<file path="config.mk">
export PLATFORM = sky130hd
export DESIGN_NAME = serial_tx_sched
export DESIGN_NICKNAME = d
export VERILOG_FILES = /design/src/rtl/serial_tx_pkg.sv /design/src/rtl/serial_tx_sched_rr_arb.sv /design/src/rtl/serial_tx_sched.sv
export SDC_FILE = /design/constraint.sdc
export NUM_CORES = 1
export LEC_CHECK = 0
export ABC_AREA = 1
export BUFFER_PORTS_ARGS = -buffer_cell sky130_fd_sc_hd__buf_2
export CAP_MARGIN = 20
export CORE_MARGIN = 2
export CORE_UTILIZATION = 35
export CTS_CLUSTER_DIAMETER = 150
export DETAILED_ROUTE_END_ITERATION = 10
export PLACE_DENSITY = 0.65
export SLEW_MARGIN = 20
export SYNTH_ARGS = -nofsm -noshare
export SYNTH_HDL_FRONTEND = slang
export SYNTH_SLANG_ARGS = --single-unit
export TNS_END_PERCENT = 50
</file>
<file path="constraint.sdc">
create_clock -name clk -period 8.4 [get_ports clk]
set_clock_uncertainty 0.05 [all_clocks]
set_input_delay 1.26 -clock clk [delete_from_list [all_inputs] [get_ports clk]]
set_output_delay 1.26 -clock clk [all_outputs]
set_load 0.05 [all_outputs]
</file>
<file path="src/rtl/serial_tx_pkg.sv">
// serial_tx_pkg: shared state encoding, LOAD length and nbits clamp for serial_tx_sched
package serial_tx_pkg;

    typedef enum logic [1:0] {
        IDLE = 2'd0,
        LOAD = 2'd1,
        RUN  = 2'd2,
        GAP  = 2'd3
    } state_t;

    localparam int LOAD_LEN = 2;

    function automatic logic [7:0] clamp_nbits(input logic [7:0] nbits, input int max_bits);
        return nbits == 8'd0 ? 8'd1 : (int'(nbits) > max_bits ? 8'(max_bits) : nbits);
    endfunction

endpackage

</file>
<file path="src/rtl/serial_tx_sched_rr_arb.sv">
// rr_arb: combinational round-robin pick of the first request after the pointer
module rr_arb #(
    parameter int P_NREQ = 4
) (
    input  logic [P_NREQ-1:0]         req,
    input  logic [$clog2(P_NREQ)-1:0] ptr,
    output logic [P_NREQ-1:0]         gnt,
    output logic [$clog2(P_NREQ)-1:0] idx,
    output logic                      any
);

    localparam int W = $clog2(P_NREQ);

    // scan backwards so the last hit written is the nearest one after ptr
    always_comb begin
        idx = '0;
        any = 1'b0;
        for (int k = P_NREQ; k >= 1; k--) begin
            if (req[(int'(ptr) + k) % P_NREQ]) begin
                any = 1'b1;
                idx = W'((int'(ptr) + k) % P_NREQ);
            end
        end
    end

    assign gnt = P_NREQ'(any) << idx;

endmodule

</file>
<file path="src/rtl/serial_tx_sched.sv">
// serial_tx_sched: round-robin sharing of one serial_tx between P_NREQ requesters
module serial_tx_sched
    import serial_tx_pkg::*;
#(
    parameter int   P_NREQ       = 4,
    parameter int   P_DATA_WIDTH = 32,
    parameter logic P_Y_INIT     = 1'b0
) (
    input  logic                       clk,
    input  logic                       rst,
    input  logic [P_NREQ-1:0]          req,
    input  logic [P_NREQ*P_DATA_WIDTH-1:0] req_data,
    input  logic [P_NREQ*8-1:0]        req_nbits,
    input  logic                       y0,
    input  logic [31:0]                n0,
    input  logic [31:0]                n1,
    input  logic [31:0]                n_gap,
    output logic [P_NREQ-1:0]          gnt,
    output logic [P_NREQ-1:0]          done,
    output logic                       busy,
    output logic                       tx_rst,
    output logic [P_DATA_WIDTH-1:0]    tx_data,
    output logic [7:0]                 tx_nbits,
    output logic [31:0]                tx_n0,
    output logic [31:0]                tx_n1,
    output logic                       tx_y0,
    output logic [31:0]                tx_cnt
);

    localparam int W = $clog2(P_NREQ);

    state_t              state, state_nxt;
    logic [W-1:0]        ptr, win_idx;
    logic [P_NREQ-1:0]   win_gnt;
    logic                win_any;
    logic [1:0]          load_cnt;
    logic [31:0]         t_end, gap_cnt;
    logic [40:0]         t_sum;

    rr_arb #(.P_NREQ(P_NREQ)) u_arb (
        .req(req),
        .ptr(ptr),
        .gnt(win_gnt),
        .idx(win_idx),
        .any(win_any)
    );

    // wide enough that nbits*n1 + n0 never wraps before saturation
    assign t_sum = 41'(tx_n0) + 41'(tx_nbits) * 41'(tx_n1);

    always_ff @(posedge clk or posedge rst) begin
        if (rst) state <= IDLE;
        else     state <= state_nxt;
    end

    always_comb begin
        state_nxt = state;
        case (state)
            IDLE:    state_nxt = win_any ? LOAD : IDLE;
            LOAD:    state_nxt = load_cnt == 2'(LOAD_LEN - 1) ? RUN : LOAD;
            RUN:     state_nxt = tx_cnt == t_end ? GAP : RUN;
            GAP:     state_nxt = gap_cnt == 32'd0 ? IDLE : GAP;
            default: state_nxt = IDLE;
        endcase
    end

    always_ff @(posedge clk or posedge rst) begin
        if (rst) begin
            ptr      <= W'(P_NREQ - 1);
            gnt      <= '0;
            done     <= '0;
            busy     <= 1'b0;
            tx_rst   <= 1'b1;
            tx_data  <= '0;
            tx_nbits <= 8'd1;
            tx_n0    <= 32'd1;
            tx_n1    <= 32'd1;
            tx_y0    <= P_Y_INIT;
            tx_cnt   <= '0;
            load_cnt <= '0;
            t_end    <= '0;
            gap_cnt  <= '0;
        end else begin
            busy   <= state_nxt != IDLE;
            tx_rst <= state_nxt != RUN;
            done   <= '0;
            case (state)
                IDLE: if (win_any) begin
                    gnt      <= win_gnt;
                    ptr      <= win_idx;
                    tx_data  <= req_data[win_idx*P_DATA_WIDTH +: P_DATA_WIDTH];
                    tx_nbits <= clamp_nbits(req_nbits[win_idx*8 +: 8], P_DATA_WIDTH);
                    tx_y0    <= y0;
                    tx_n0    <= n0 == 32'd0 ? 32'd1 : n0;
                    tx_n1    <= n1 == 32'd0 ? 32'd1 : n1;
                    load_cnt <= '0;
                end
                LOAD: begin
                    load_cnt <= load_cnt + 2'd1;
                    t_end    <= |t_sum[40:32] ? '1 : t_sum[31:0];
                end
                RUN: begin
                    tx_cnt <= tx_cnt == t_end ? '0 : tx_cnt + {31'd0, ~&tx_cnt};
                    if (tx_cnt == t_end) gap_cnt <= n_gap;
                end
                GAP: begin
                    gap_cnt <= gap_cnt - 32'd1;
                    if (gap_cnt == 32'd0) begin
                        done <= gnt;
                        gnt  <= '0;
                    end
                end
                default: ;
            endcase
        end
    end

endmodule
</file>
==> metrics.yaml <==
critical_path:
  cp_slowest_cell: "dfrtp_1"
  cp.required_ns: 8.81
  crit_top_cell: "nand2_1"
  crit_path_max_incr_delay_ns: 1.02
  cp.arrival_ns: 6.56
  path_max_fanout: 32
  worstSetupPathType: "reg2reg"
  timing.critical_path.max_delay_family: "adder cells"
  crit_buf_inv: 6
  cp-start-kind: "flip-flop"
  r2r_slack_ns: 2.25
  endpoint_kind: "flip-flop"
routing:
  drc: 0
  via_per_inst: 4.871
  drtIter0Drc: 1653
  routedWlPerCell_um: 16.22
  ant_nets: 0
  drtPass1Iterations: 6
  via_count: 20850
  routed_wl_mm: 69.46
logic_synthesis:
  synth_top_cell_by_area: "dfrtp_1"
  synthMuxAreaShare_pct: 0
  ys_warn_count: 0
  synthTopCellsByCount: "nand2_1, inv_1, nand3_1"
  synth_top_family_by_area: "simple AND/OR/NAND/NOR gates"
  syn-num-nets: 3647
  synth.most_common_cell: "nand2_1"
  synth_simple_gate_area_share_pct: 29.02
  synthTopCellsByArea: "dfrtp_1, fa_1, nand2_1"
  post_synth.cell_area_avg_um2: 7.106
  synth_edf_count: 0
  synth_top_area_share_pct: 23.94
  synth_cells: 3104
  ys_seq_area_share_pct: 24.65
  synth_area_um2: 22060
  synth-compound-area-share_pct: 6.739
  synth_cell_type_count: 56
  ys_async_sr_fraction_pct: 100.0
  synth_ff_type: "dfrtp_1"
  synth_xor_area_share_pct: 2.224
  ys_ff_latch: 217
  synthAdderAreaFrac_pct: 23.10
clocking:
  clockBufferDepth: 3
  path_clk_slew_ns: 0.07
  cts_hold_buf: 0
  clock_latency_ns: 0.58
  clock_sinks: 217
  root_buffer: "clkbuf_16"
  cts_tree: "built"
  cts_made_buffers: 27
  post_cts_resized: 0
  htreeDepth: 1
  post_cts_buffers: 0
grt:
  antenna_found_initial: 2
  grt_pass1_vias: 20180
  overflow: 0
  grt_max_degree: 115
  grt_usage_pct: 21.04
  grt_first_pass_wirelength_mm: 109.7
placed_design:
  gp_congestion: 0.9640
  port_buffers: 409
  dp_hpwl_mm: 54.16
pwr:
  p_leak_nw: 14.74
  p_per_area_nw_per_um2: 97.23
  ir_drop_mv: 0.1374
  power_mw: 2.494
finish:
  nets: 3954
  drive_gt1_share_pct: 16.12
  area_delta_synth_final_pct: 16.29
timing:
  period_share_pct: 73.24
  hold_viol: 0
  worst_pin_slew_ns: 1.024
  setup_violations: 0
  max_freq_mhz: 162.5
  period_minus_slack_ns: 6.152
  rsz0062_at_grt: "no"
  drv_slew: 0
  finalSetupTns_ns: 0
  relSlewSlack_pct: 31.76
floorplanning:
  rows: 92
  die-area_um2: 65040
  fp.dieH_um: 255.0
  core_um2: 62740
  fp.dieW_um: 255.0
  design.portCount: 410
  initial_utilization_pct: 35.16
hold_path:
  worstHoldPathType: "reg2reg"
job:
  cap_violations: 0
outcome:
  outcome: "complete, no violations"
-- through the flow --
stage          instances  setup WS, ns  instance area (um^2)  util (%)  hold WS (ns)
6_report            4281         2.248                 25650     40.88        0.4309
5_1_grt             4278         1.847                 25640     40.87        0.4504
4_1_cts             4277         2.273                 25640     40.87        0.4301
3_5_place_dp        4228         2.315                 24650     39.30        0.4150
3_3_place_gp        4228         2.393                 24650     39.30        0.4140
2_1_floorplan       3104         1.164                 22060         -        0.3998
-- layout make-up --
| class | count | area [um^2] |
|---|---|---|
| diodes | 4 | 10.01 |
| clock inverters | 16 | 257.7 |
| repair buffers | 429 | 2197 |
| multi-input cells | 2081 | 13490 |
| fillers | 6545 | 37090 |
| inverters | 655 | 2466 |
| well taps | 846 | 1059 |
| flip-flops and latches | 217 | 5438 |
| clock buffers | 33 | 728.2 |
-- metal layers --
| metal | GRT usage, % | part of all wire, % | wire length, um |
|---|---|---|---|
| met5 | 0 | 0.017 | 12 |
| met4 | 5.096 | 2.1 | 1455 |
| met3 | 3.488 | 7.1 | 4912 |
| met2 | 34.53 | 47 | 32900 |
| met1 | 28.96 | 43 | 30170 |
-- worst paths after layout --
| path | startpoint | end | cells past startpoint |
|---|---|---|---|
| setup / recovery | tx_nbits[7] | t_end[1] | 25 |
| hold / removal | tx_y0 | tx_y0 | 2 |
| setup reg to reg | tx_nbits[7] | t_end[1] | 25 |
| hold reg to reg | tx_y0 | tx_y0 | 2 |
| max in group asynchronous | rst | tx_n0[4] | 3 |
| min in group asynchronous | rst | tx_data[3] | 2 |
-- flip-flops by register name, summed over array words and instances, names as in the netlist, 2 cells and up --
name,count
done,4
tx_data,32
load_cnt,2
tx_n0,32
state,2
gap_cnt,32
tx_n1,32
gnt,4
t_end,32
ptr,2
tx_nbits,8
tx_cnt,32
-- cell families after synthesis --
kind of cell,count (synthesis)
flops,217
simple gates,1485
buf+inv,806
compound gates,260
xor+xnor,56
fa+ha+maj,280
-- worst register-to-register path, cell delays in order (launching register included) --
cell and delay [ns]:
dfrtp_1 1.02, buf_4 0.31, nand2_1 0.06, inv_1 0.09, fa_1 0.41, fa_1 0.53
fa_1 0.55, inv_1 0.05, fa_1 0.56, inv_1 0.05, ha_1 0.35, nand2_1 0.14
nor2_1 0.19, inv_1 0.09, nor2_1 0.10, nand2_1 0.07, nand2_1 0.12, nand2_1 0.08
nand2_1 0.10, nand2_1 0.08, nand4_1 0.07, nand2_1 0.09, nor2_4 0.56, nand3_1 0.18
nand2_1 0.10, inv_1 0.04
-- where the power goes --
part	switching (mW)	internal (mW)	leakage [nW]	total, mW
logic	0.0821	0.0559	11.7	0.138
registers	0.000716	1.05	2.57	1.05
clock network	0.505	0.804	0.481	1.31
-- cell usage in the layout (no fill, tap or decap), types with 7 or more instances in the layout --
| cell | instances |
|---|---|
| clkbuf_16 | 27 |
| nor4_1 | 28 |
| buf_4 | 20 |
| o21bai_1 | 7 |
| xnor2_1 | 29 |
| o211ai_1 | 11 |
| dfrtp_1 | 211 |
| inv_1 | 645 |
| buf_2 | 409 |
| fa_1 | 212 |
| nand3_1 | 278 |
| nand2_2 | 9 |
| or2_2 | 25 |
| ha_1 | 68 |
| xor2_1 | 27 |
| o21ai_0 | 86 |
| inv_2 | 9 |
| a31oi_1 | 42 |
| nand2_1 | 850 |
| nor2_1 | 195 |
| nand4_1 | 45 |
| a21oi_1 | 78 |
| nor3_1 | 21 |
No activity file was read; power rests on OpenSTA's default activity.
